## src/rtl/sv32_pkg.sv

```systemverilog
// Shared sv32 physical-side definitions: address width, bridge state encoding
// and the window-membership helper used by the bridge and future PMP logic.
package sv32_pkg;

    localparam int PA_W = 34;

    typedef enum logic [2:0] {
        BR_IDLE  = 3'd0,
        BR_ISSUE = 3'd1,
        BR_WAIT  = 3'd2,
        BR_RESP  = 3'd3,
        BR_TURN  = 3'd4
    } bridge_state_e;

    // The limit is formed in PA_W+1 bits so a window ending at the top of the
    // physical space does not wrap to zero.
    function automatic logic pa_in_window(input logic [PA_W-1:0] addr,
                                          input logic [PA_W-1:0] base,
                                          input logic [PA_W:0]   size);
        logic [PA_W:0] limit;
        limit = {1'b0, base} + size;
        return (addr >= base) && ({1'b0, addr} < limit);
    endfunction

endpackage

```

## src/rtl/sv32_phys_mem_bridge_pa_range_check.sv

```systemverilog
// Combinational base/limit compare of a physical address against one window.
module pa_range_check
    import sv32_pkg::*;
#(
    parameter logic [PA_W-1:0] BASE = '0,
    parameter logic [PA_W:0]   SIZE = 35'h0_4_0000
) (
    input  logic [PA_W-1:0] addr,
    output logic            in_range
);

    assign in_range = pa_in_window(addr, BASE, SIZE);

endmodule

```

## src/rtl/sv32_phys_mem_bridge.sv

```systemverilog
// Bridge from the sv32 MMU physical memory port to a synchronous block RAM,
// with window check, configurable read latency and debug access/fault counters.
//
//   state | meaning
//   IDLE  | waiting for mem_valid; request sampled and range-checked here
//   ISSUE | address/data/byte enables presented to the RAM for one cycle
//   WAIT  | read latency down-count; ram_dout captured at terminal count
//   RESP  | mem_ready strobe, access_fault if out of window
//   TURN  | master drops mem_valid; request ignored
module sv32_phys_mem_bridge
    import sv32_pkg::*;
#(
    parameter logic [PA_W-1:0] ADDR_BASE  = 34'h0_0000_0000,
    parameter int              RAM_AW     = 16,
    parameter int              RD_LATENCY = 1
) (
    input  logic              clk,
    input  logic              resetn,
    input  logic              mem_valid,
    output logic              mem_ready,
    input  logic [3:0]        mem_wstrb,
    input  logic [PA_W-1:0]   mem_addr,
    input  logic [31:0]       mem_wdata,
    output logic [31:0]       mem_rdata,
    output logic              access_fault,
    output logic [RAM_AW-1:0] ram_addr,
    output logic [3:0]        ram_we,
    output logic [31:0]       ram_din,
    input  logic [31:0]       ram_dout,
    output logic [31:0]       access_count,
    output logic [31:0]       fault_count
);

    localparam logic [2:0]    IDLE     = BR_IDLE;
    localparam logic [2:0]    ISSUE    = BR_ISSUE;
    localparam logic [2:0]    WAIT     = BR_WAIT;
    localparam logic [2:0]    RESP     = BR_RESP;
    localparam logic [2:0]    TURN     = BR_TURN;
    localparam logic [PA_W:0] WIN_SIZE = (PA_W+1)'(4) << RAM_AW;
    localparam logic [2:0]    LAT_INIT = 3'(RD_LATENCY);

    logic [2:0]      state;
    logic [2:0]      lat_cnt;
    logic            is_write;
    logic            fault;
    logic            in_range;
    logic [PA_W-1:0] off;
    logic            unused_off;

    pa_range_check #(
        .BASE (ADDR_BASE),
        .SIZE (WIN_SIZE)
    ) u_range (
        .addr     (mem_addr),
        .in_range (in_range)
    );

    assign off          = mem_addr - ADDR_BASE;
    assign unused_off   = ^{off[PA_W-1:RAM_AW+2], off[1:0]};
    assign mem_ready    = (state == RESP);
    assign access_fault = (state == RESP) && fault;

    always_ff @(posedge clk or negedge resetn) begin
        if (!resetn) begin
            state        <= IDLE;
            lat_cnt      <= '0;
            is_write     <= 1'b0;
            fault        <= 1'b0;
            mem_rdata    <= '0;
            ram_addr     <= '0;
            ram_we       <= '0;
            ram_din      <= '0;
            access_count <= '0;
            fault_count  <= '0;
        end else begin
            // Byte enables are a single-cycle pulse that only IDLE can raise.
            ram_we <= '0;
            case (state)
                IDLE: begin
                    if (mem_valid) begin
                        is_write <= (mem_wstrb != 4'h0);
                        fault    <= !in_range;
                        if (in_range) begin
                            ram_addr <= off[RAM_AW+1:2];
                            ram_din  <= mem_wdata;
                            ram_we   <= mem_wstrb;
                            state    <= ISSUE;
                        end else begin
                            if (mem_wstrb == 4'h0) begin
                                mem_rdata <= '0;
                            end
                            state <= RESP;
                        end
                    end
                end
                ISSUE: begin
                    lat_cnt <= LAT_INIT;
                    state   <= is_write ? RESP : WAIT;
                end
                WAIT: begin
                    lat_cnt <= lat_cnt - 3'd1;
                    if (lat_cnt == 3'd1) begin
                        mem_rdata <= ram_dout;
                        state     <= RESP;
                    end
                end
                RESP: begin
                    if (fault) begin
                        fault_count <= fault_count + 32'd1;
                    end else begin
                        access_count <= access_count + 32'd1;
                    end
                    state <= TURN;
                end
                TURN: begin
                    state <= IDLE;
                end
                default: begin
                    state <= IDLE;
                end
            endcase
        end
    end

endmodule

```

## config.mk

```make
export PLATFORM = sky130hd
export DESIGN_NAME = sv32_phys_mem_bridge
export DESIGN_NICKNAME = d
export VERILOG_FILES = /design/src/rtl/sv32_pkg.sv /design/src/rtl/sv32_phys_mem_bridge_pa_range_check.sv /design/src/rtl/sv32_phys_mem_bridge.sv
export SDC_FILE = /design/constraint.sdc
export NUM_CORES = 1
export LEC_CHECK = 0
export ABC_CLOCK_PERIOD_IN_PS = 2550
export CAP_MARGIN = 25
export CORE_MARGIN = 2
export CORE_UTILIZATION = 44
export DETAILED_ROUTE_END_ITERATION = 8
export MAX_ROUTING_LAYER = met4
export PLACE_DENSITY = 0.78
export SLEW_MARGIN = 0
export SYNTH_ARGS = -nofsm -noshare
export SYNTH_HDL_FRONTEND = slang
export SYNTH_SLANG_ARGS = --single-unit
```

## constraint.sdc

```tcl
create_clock -name clk -period 2.55 [get_ports clk]
set_input_delay 0.51 -clock clk [delete_from_list [all_inputs] [get_ports clk]]
set_output_delay 0.51 -clock clk [all_outputs]
set_load 0.005 [all_outputs]
```

After elaboration in Yosys (flattened, before gate mapping)

Cells that the tools add are included.

$add $sub $neg: 3
$lt $le $gt $ge: 2
Equal/unequal tests: 8
Muxes and demuxes: 14
Bitwise operators: 1
Reductions and logical operators: 14

Operators with widths:

| kind                    | count |
|---|---|
| $mux W32                | 4 |
| $add A32 B1 Y32 const B | 2 |
| $pmux W32 S2            | 1 |
| $ge A34 B1 Y1 const B   | 1 |
| $lt A34 B19 Y1 const B  | 1 |
| $mux W4                 | 3 |
| $pmux W3 S4             | 1 |
| $ne A2 B2 Y1 const B    | 4 |
| $reduce_and A2 Y1       | 4 |
| $eq A3 B1 Y1 const B    | 2 |
| $eq A3 B2 Y1 const B    | 2 |
| $mux W3                 | 2 |
| $pmux W3 S2             | 1 |
| $reduce_and A5 Y1       | 1 |
| $logic_not A4 Y1        | 1 |
| $reduce_bool A2 Y1      | 2 |
| $reduce_bool A4 Y1      | 1 |
| $logic_not A3 Y1        | 1 |
| $reduce_and A3 Y1       | 1 |
| $sub A3 B1 Y3 const B   | 1 |
| $logic_and A1 B1 Y1     | 2 |
| $mux W2                 | 1 |
| $logic_not A1 Y1        | 1 |
| $mux W1                 | 1 |
| $not A1 Y1              | 1 |

Register bits after elaboration: 156
Input port bits: 105
Output and inout port bits: 150
Word-level logic and storage cells: 52

Longest topological paths before layout

Gate-level depths: netlist of run 1.

Depth after elaboration: 5
Depth in mapped cells: 8
Depth with buffers taken out: 6

Cells and area by module

A second synthesis of run 1 with hierarchy kept.

Cells, all modules: 559
Area total of the unflattened synthesis: 6741.5 um^2

By module, submodules not included:

| module               | instances | cells each | area each (um^2) | sequential area each (um^2) |
|---|---|---|---|---|
| sv32_phys_mem_bridge | 1         | 554        | 6707.7           | 3903.7 |
| pa_range_check       | 1         | 5          | 33.8             | 0.0 |

Least setup slack after synthesis of run 1

No wires, ideal clock.

Kind: reg-to-reg
Start: register state[2]
End: register ram_din[20]
Setup time: 125 ps
Arrival: 1761 ps
Required time: 2425 ps
Slack: 665 ps
Stages on the path, launching flop included: 7
Path buffers: 2
Clock period less this slack: 1885 ps
Path through: dfrtp_1 buf_4 nor4b_2 inv_1 nor2_2 buf_2 mux2_2

Longest elaborated chain between the ends: 2

Ends and longest elaborated chain:

| what                               | RTL line                   | RTL |
|---|---|---|
| start: declaration                 | sv32_phys_mem_bridge.sv:42 | `logic [2:0] state;` |
| start signal: assignment           | sv32_phys_mem_bridge.sv:98 | `state <= is_write ? RESP : WAIT;` |
| $logic_not A3 Y1                   | sv32_phys_mem_bridge.sv:78 | `case (state)` |
| $reduce_and A3 Y1 (no source line) | -                          |  |
| end signal: assignment             | sv32_phys_mem_bridge.sv:85 | `ram_din <= mem_wdata;` |
| end: declaration                   | sv32_phys_mem_bridge.sv:28 | `output logic [31:0] ram_din,` |

No other way between the ends.
A chain may end at the register's enable or synchronous reset.

Worst setup path in the final report of run 1

Start: register state[2]
End: output access_fault

Longest elaborated chain between the ends: 2

Ends and longest elaborated chain:

| what                | RTL line                   | RTL |
|---|---|---|
| $eq A3 B2 Y1        | sv32_phys_mem_bridge.sv:61 | `assign access_fault = (state == RESP) && fault;` |
| $logic_and A1 B1 Y1 | sv32_phys_mem_bridge.sv:61 |  |
| end: declaration    | sv32_phys_mem_bridge.sv:25 | `output logic access_fault,` |

No other way between the ends.

==> reports/qor.yml, run 1 <==
final_layout:
  fin_area_sq_um: 10100
  fin_util: 0.673
  nNetsFinal: 929
  final_cells: 1021
  area_growth_pct: 51.7
  drive_gt1_frac: 0.138
critical_path:
  reg2reg_to: "fault_count[17]"
  startpoint: "state[2]"
  worstPathArrival_ps: 1900
  critPathKind: "reg2out"
  required_ps: 2040
  r2r_cells: 4
  worstReg2RegStart: "fault_count[4]"
  end_kind: "output pin"
  crit_fanout: 8
  rrSetupSlack_ps: 470
  endpoint: "access_fault"
  critPathLaunchType: "flop"
logic_synthesis:
  syn_nets: 668
  synth_top_family_by_area: "simple AND/OR/NAND/NOR gates"
  synth_cell_type_count: 43
  synthMuxAreaShare: 0.0844
  synth_area_sq_um: 6670
  synth_compound_area_frac: 0.0375
  synthArstFlopShare: 1.00
  synth_ff_type: "dfrtp_1"
  ys_top_cells_by_area: "dfrtp_1 (58%), mux2_2 (7.9%), xnor2_1 (6.3%)"
  yosysWarnings: 0
  synthXorXnorAreaFrac: 0.0814
  synth_edf_count: 0
  yosys.area_share.simple: 0.178
  yosys.area.top_type: "dfrtp_1"
  synthCells: 559
  yosysSeqAreaShare: 0.585
  synth-seq-cells: 156
  yosys.area.top_type_share: 0.585
  synthAdderAreaFrac: 0.00750
  postSynthAreaPerCell_sq_um: 11.9
route:
  drc: 0
  via_count: 5334
  ant_nets: 0
  post_drt_wl_per_cell_um: 17.2
  wl_um: 17500
  drt_iter0_drc: 308
  firstDrtPassIters: 4
  post_drt_via_cell_ratio: 5.22
clock_network:
  clk_pin_slew_ps: 60
  clk_latency_ps: 430
  clk_path_buf_depth: 2
  cts_max_level: 4
  cts_buffers: 17
  clock-sinks: 156
  cts_tree: "yes"
  cts-root-buf: "clkbuf_16"
placed_design:
  numPortBuffers: 252
  gp_congestion: 0.855
  hpwl_um: 12600
  dpl_cell_area_sq_um: 9470
  dp.cells: 988
grt:
  grt_pass1_wl_um: 28200
  grt_util_all_layers: 0.230
  met2_usage: 0.375
  grt_antenna_before_repair: 0
  grt_max_degree: 63
  grt_pass1_vias: 5451
  grt_busiest_layer: "met2"
  overflow: 0
  use_met1: 0.275
  met3_usage: 0.0653
die:
  rows: 45
  die_area_sq_um: 16200
  start_util: 0.444
  core_area_sq_um: 15000
  io_pins: 255
  die_width_um: 127
  die_y_um: 127
timing:
  slew_viol_final: 0
  hold_viol: 0
  max-slew-margin-rel: 0.556
  clock-skew-final_ps: 11.6
  rsz0062_at_grt: "false"
  period_share: 0.947
  finalSetupViolCount: 0
  fmax_mhz: 414
  setup_tns_ps: 0
  tightest_slew_ps: 661
  fin_crit_ps: 2410
pwr:
  cellPowerDensity_nw_per_um2: 770
  p_leak_nw: 4.42
  ir_drop_uv: 481
  power_w: 0.00780
status:
  run_status: "completed"
job:
  drv_cap: 0
min_path:
  hp-class: "in2async"
## worst min path at each step
stage	slack, ps	cells after the start	from	to
final	60	1	resetn	ram_din[11]
after global routing	80	1	resetn	ram_din[11]
after global placement	460	1	access_count[31]	access_count[31]
after detailed placement	470	1	access_count[31]	access_count[31]
after floorplan	210	0	resetn	access_count[0]
after CTS	80	1	resetn	access_count[29]
## final cells by class
type	count	area (sq um)
antenna	1	2.50
clock buffer	20	457
clock inverter	11	190
fill	1096	4910
inverter	11	41.3
multi-input combinational	367	2610
sequential	156	3910
tap	188	235
timing repair buffer	267	2690
## layout by cell type (no fill, tap or decap), types with 2 or more instances in the layout
cell type | synthesis | final
buf_4 | 5 | 11
nor3_1 | 7 | 7
nand2b_1 | 2 | 2
dfrtp_1 | 156 | 155
clkinv_2 | 0 | 3
and4_1 | 8 | 8
nand2_1 | 82 | 82
clkbuf_16 | 0 | 17
o21ai_1 | 8 | 8
nor2_1 | 7 | 6
and3_1 | 10 | 10
nand4bb_1 | 2 | 2
clkdlybuf4s50_1 | 0 | 251
mux2_2 | 47 | 47
buf_12 | 0 | 4
and2_1 | 9 | 8
bufinv_16 | 0 | 5
o21ai_0 | 26 | 26
nor4_4 | 4 | 4
or2_2 | 2 | 2
ha_1 | 4 | 4
xor2_1 | 14 | 14
nand4_1 | 29 | 29
nor4_1 | 7 | 7
a211oi_1 | 4 | 4
nand3_1 | 17 | 17
xnor2_1 | 48 | 48
inv_1 | 11 | 11
or3_1 | 2 | 2
nor4_2 | 3 | 3
nor3_2 | 5 | 5
clkbuf_8 | 0 | 2
a21oi_1 | 4 | 4
mux2_1 | 3 | 3
## critical path: stages (launching register included)
cell             delay, ps
dfrtp_1                380
nand3b_4               230
inv_1                  130
and2_2                 210
clkdlybuf4s50_1        530
## power breakdown
group	switching, W	leakage (nW)	internal [W]
sequential	0.000255	2.10	0.00284
clock	0.000994	0.316	0.00178
combinational	0.000889	2.01	0.00104
## cell families after synthesis
group / count (synthesis)
simple gates: 205
mux: 50
fa+ha+maj: 4
buf+inv: 36
xor+xnor: 62
compound gates: 46
flops: 156
## state kept, by name (all words and copies together) (netlist names)
name / flops
access_count: 32
fault_count: 32
mem_rdata: 32
ram_din: 32
ram_addr: 16
ram_we: 4
lat_cnt: 3
state: 3
fault: 1
is_write: 1
## cell usage after synthesis, types with 3 or more instances
master,n
mux2_2,47
clkbuf_1,14
nor3_1,7
ha_1,4
a211oi_1,4
nor4_1,7
nand4_1,29
nor4_2,3
and4_1,8
nand2_1,82
and2_1,9
and3_1,10
nor3_2,5
buf_2,4
o21ai_0,26
nand3_1,17
inv_1,11
buf_4,5
a21oi_1,4
xnor2_1,48
nor2_1,7
o21ai_1,8
dfrtp_1,156
xor2_1,14
nor4_4,4
mux2_1,3
## stage by stage
step / hold slack (ps) / worst slack (ps)
2_1_floorplan: 214 / 665
3_3_place_gp: 464 / 121
3_5_place_dp: 467 / 72.6
4_1_cts: 77.1 / 17.5
5_1_grt: 77.1 / 31.7
6_report: 55.7 / 135
## layer usage
layer	up-vias	wire, um
li1	2462	-
met1	2667	7240
met2	175	8960
met3	30	979
met4	0	355
met5	-	0
## timing repair
action | in CTS | in global routing
gates cloned | 0 | 0
endpoints found under the setup margin | 1 | 1
setup buffers | 0 | 1
gates resized for setup | 1 | 1
hold buffers | 0 | 0
(Power assumes the default switching activity.)
==> run 2: changes to the inputs <==
- CORE_UTILIZATION: 44 -> 35
- PLACE_DENSITY: 0.78 -> 0.64
==> run 2 against run 1 <==
  * Total power down 2.7%
  * Sequential share of layout area up 0.065 points
  * Via count down 2.4%
  * Maximum frequency up 0.74%
  * Wire length up 2.5%
  * Clock skew up 2.0 ps
  * Combinational power about the same
  * Core utilization down 13 points
  * Worst hold slack worse by 18 ps
  * Largest cell class unchanged
==> reports/qor.yml, run 2 (synthesis results as in run 1) <==
status:
  run_status: "completed"
die:
  rows: 50
  die_y_um: 142
  core_area_sq_um: 18700
  start_util: 0.357
  die_area_sq_um: 20200
  io_pins: 255
  die_width_um: 142
timing:
  period_share: 0.940
  fmax_mhz: 417
  slew_viol_final: 0
  fin_crit_ps: 2400
  rsz0062_at_grt: "false"
  finalSetupViolCount: 0
  fin_ws_ps: 153
  max-slew-margin-rel: 0.577
  clock-skew-final_ps: 13.6
  tightest_slew_ps: 632
  fin_hold_ws_ps: 37.4
  hold_viol: 0
critical_path:
  critPathKind: "reg2out"
  crit_fanout: 7
  crit_slowest_cell: "clkdlybuf4s50_1"
  required_ps: 2040
  r2r_cells: 6
  critPathLaunchType: "flop"
  crit_chain: "nand3b_4 > inv_1 > and2_2 > clkdlybuf4s50_1"
  end_kind: "output pin"
  worstPathArrival_ps: 1890
  critPathMaxStageDelay_ps: 520
pwr:
  p_seq_frac: 0.412
  switching_power_w: 0.00223
  clockPowerShare: 0.331
  cellPowerDensity_nw_per_um2: 750
  ir_drop_uv: 525
  p_leak_nw: 4.39
  p_comb_frac: 0.257
  p_int_w: 0.00535
  switching_share: 0.294
final_layout:
  area_growth_pct: 51.5
  drive_gt1_frac: 0.141
  final_cells: 1068
  diodes: 0
  fin_util: 0.541
  fin_area_sq_um: 10100
  nNetsFinal: 930
  fillCellCount: 1601
  layout_common_cells: "clkdlybuf4s50_1 (251), dfrtp_1 (154), nand2_1 (82)"
  final_common_cell: "clkdlybuf4s50_1"
route:
  ant_nets: 0
  firstDrtPassIters: 4
  drt_iter0_drc: 201
  post_drt_via_cell_ratio: 4.87
  wl_um: 18000
  via_count: 5206
  drc: 0
  post_drt_wl_per_cell_um: 16.8
clock_network:
  postCtsHoldBufs: 0
  clk_pin_slew_ps: 70
  cts-root-buf: "clkbuf_16"
  cts_buffers: 17
  cts_tree: "yes"
  clk_latency_ps: 420
  cts_max_level: 4
  clk_path_buf_depth: 2
  clock-sinks: 156
min_path:
  hp-class: "in2async"
grt:
  grt_max_degree: 57
  grt_pass1_wl_um: 28500
  grt_pass1_vias: 5414
  met3_usage: 0.0528
  overflow: 0
  grt_busiest_layer: "met2"
  use_met1: 0.215
  met2_usage: 0.317
  grt_util_all_layers: 0.186
  grt_antenna_before_repair: 0
placed_design:
  dp.cells: 1035
  gp_congestion: 0.727
  dpl_cell_area_sq_um: 9510
  hpwl_um: 13600
  numPortBuffers: 252
  pre_cts_ws_ps: -8.50
job:
  drv_cap: 0
run 2: cell types whose count changed in the layout (fill, tap and decap cells not counted), sizes merged:
cell and change:
clkinv -1, inv +4, clkbuf -2, clkinvlp +3, diode -1, bufinv -3
buf +1
run 2: layout make-up:
| cell class | instances | area, sq um | area share |
|---|---|---|---|
| multi-input combinational | 367 | 2610 | 0.258 |
| timing repair buffer | 268 | 2680 | 0.265 |
| sequential | 156 | 3910 | 0.386 |
| tap | 234 | 293 | 0.0290 |
| clock inverter | 14 | 158 | 0.0156 |
| inverter | 11 | 41.3 | 0.00408 |
| clock buffer | 18 | 429 | 0.0424 |
run 2: worst paths after layout:
| check | startpoint | end | slack (ps) |
|---|---|---|---|
| max in group asynchronous | resetn | mem_rdata[0] | 1730 |
| hold reg to reg | access_count[31] | access_count[31] | 480 |
| setup / recovery | state[2] | access_fault | 150 |
| setup reg to reg | state[1] | mem_rdata[16] | 490 |
| hold / removal | resetn | access_count[24] | 40 |
| min in group clk | access_count[31] | access_count[31] | 480 |
run 2: repair_timing:
item	CTS	global route
setup buffers	1	0
endpoints found under the setup margin	1	1
gates resized for setup	2	1
run 2: through the flow:
stage | power [W] | TNS (ps)
CTS | 0.00771 | 0
global route | 0.00804 | 0
finish | 0.00759 | 0
global placement | 0.00500 | -4770
floorplan | 0.00396 | 0
detailed placement | 0.00513 | -48.3
run 2: power groups by stage:
stage / clock network [W] / registers [W] / logic [W]
floorplan: 0 / 0.00312 / 0.000835
global placement: 0 / 0.00315 / 0.00185
detailed placement: 0 / 0.00317 / 0.00196
CTS: 0.00260 / 0.00312 / 0.00199
global route: 0.00270 / 0.00317 / 0.00217
finish: 0.00251 / 0.00312 / 0.00195
run 2: per-layer routing:
layer,part of all wire,vias up
li1,-,2474
met1,0.41,2534
met2,0.51,184
met3,0.066,14
met4,0.013,0
met5,0,-
run 2: critical path, delay by kind of cell (launching register included):
| kind | cells | cell delay, ps |
|---|---|---|
| buffers and inverters | 2 | 650 |
| and+or+nand+nor | 2 | 430 |
| DFF | 1 | 370 |
==> run 3: changes to the inputs <==
- GPL_ROUTABILITY_DRIVEN: default -> 0
- SLEW_MARGIN: 0 -> default
==> results of run 3 <==
Final layout, timing and power as in run 2 (identical DEF).
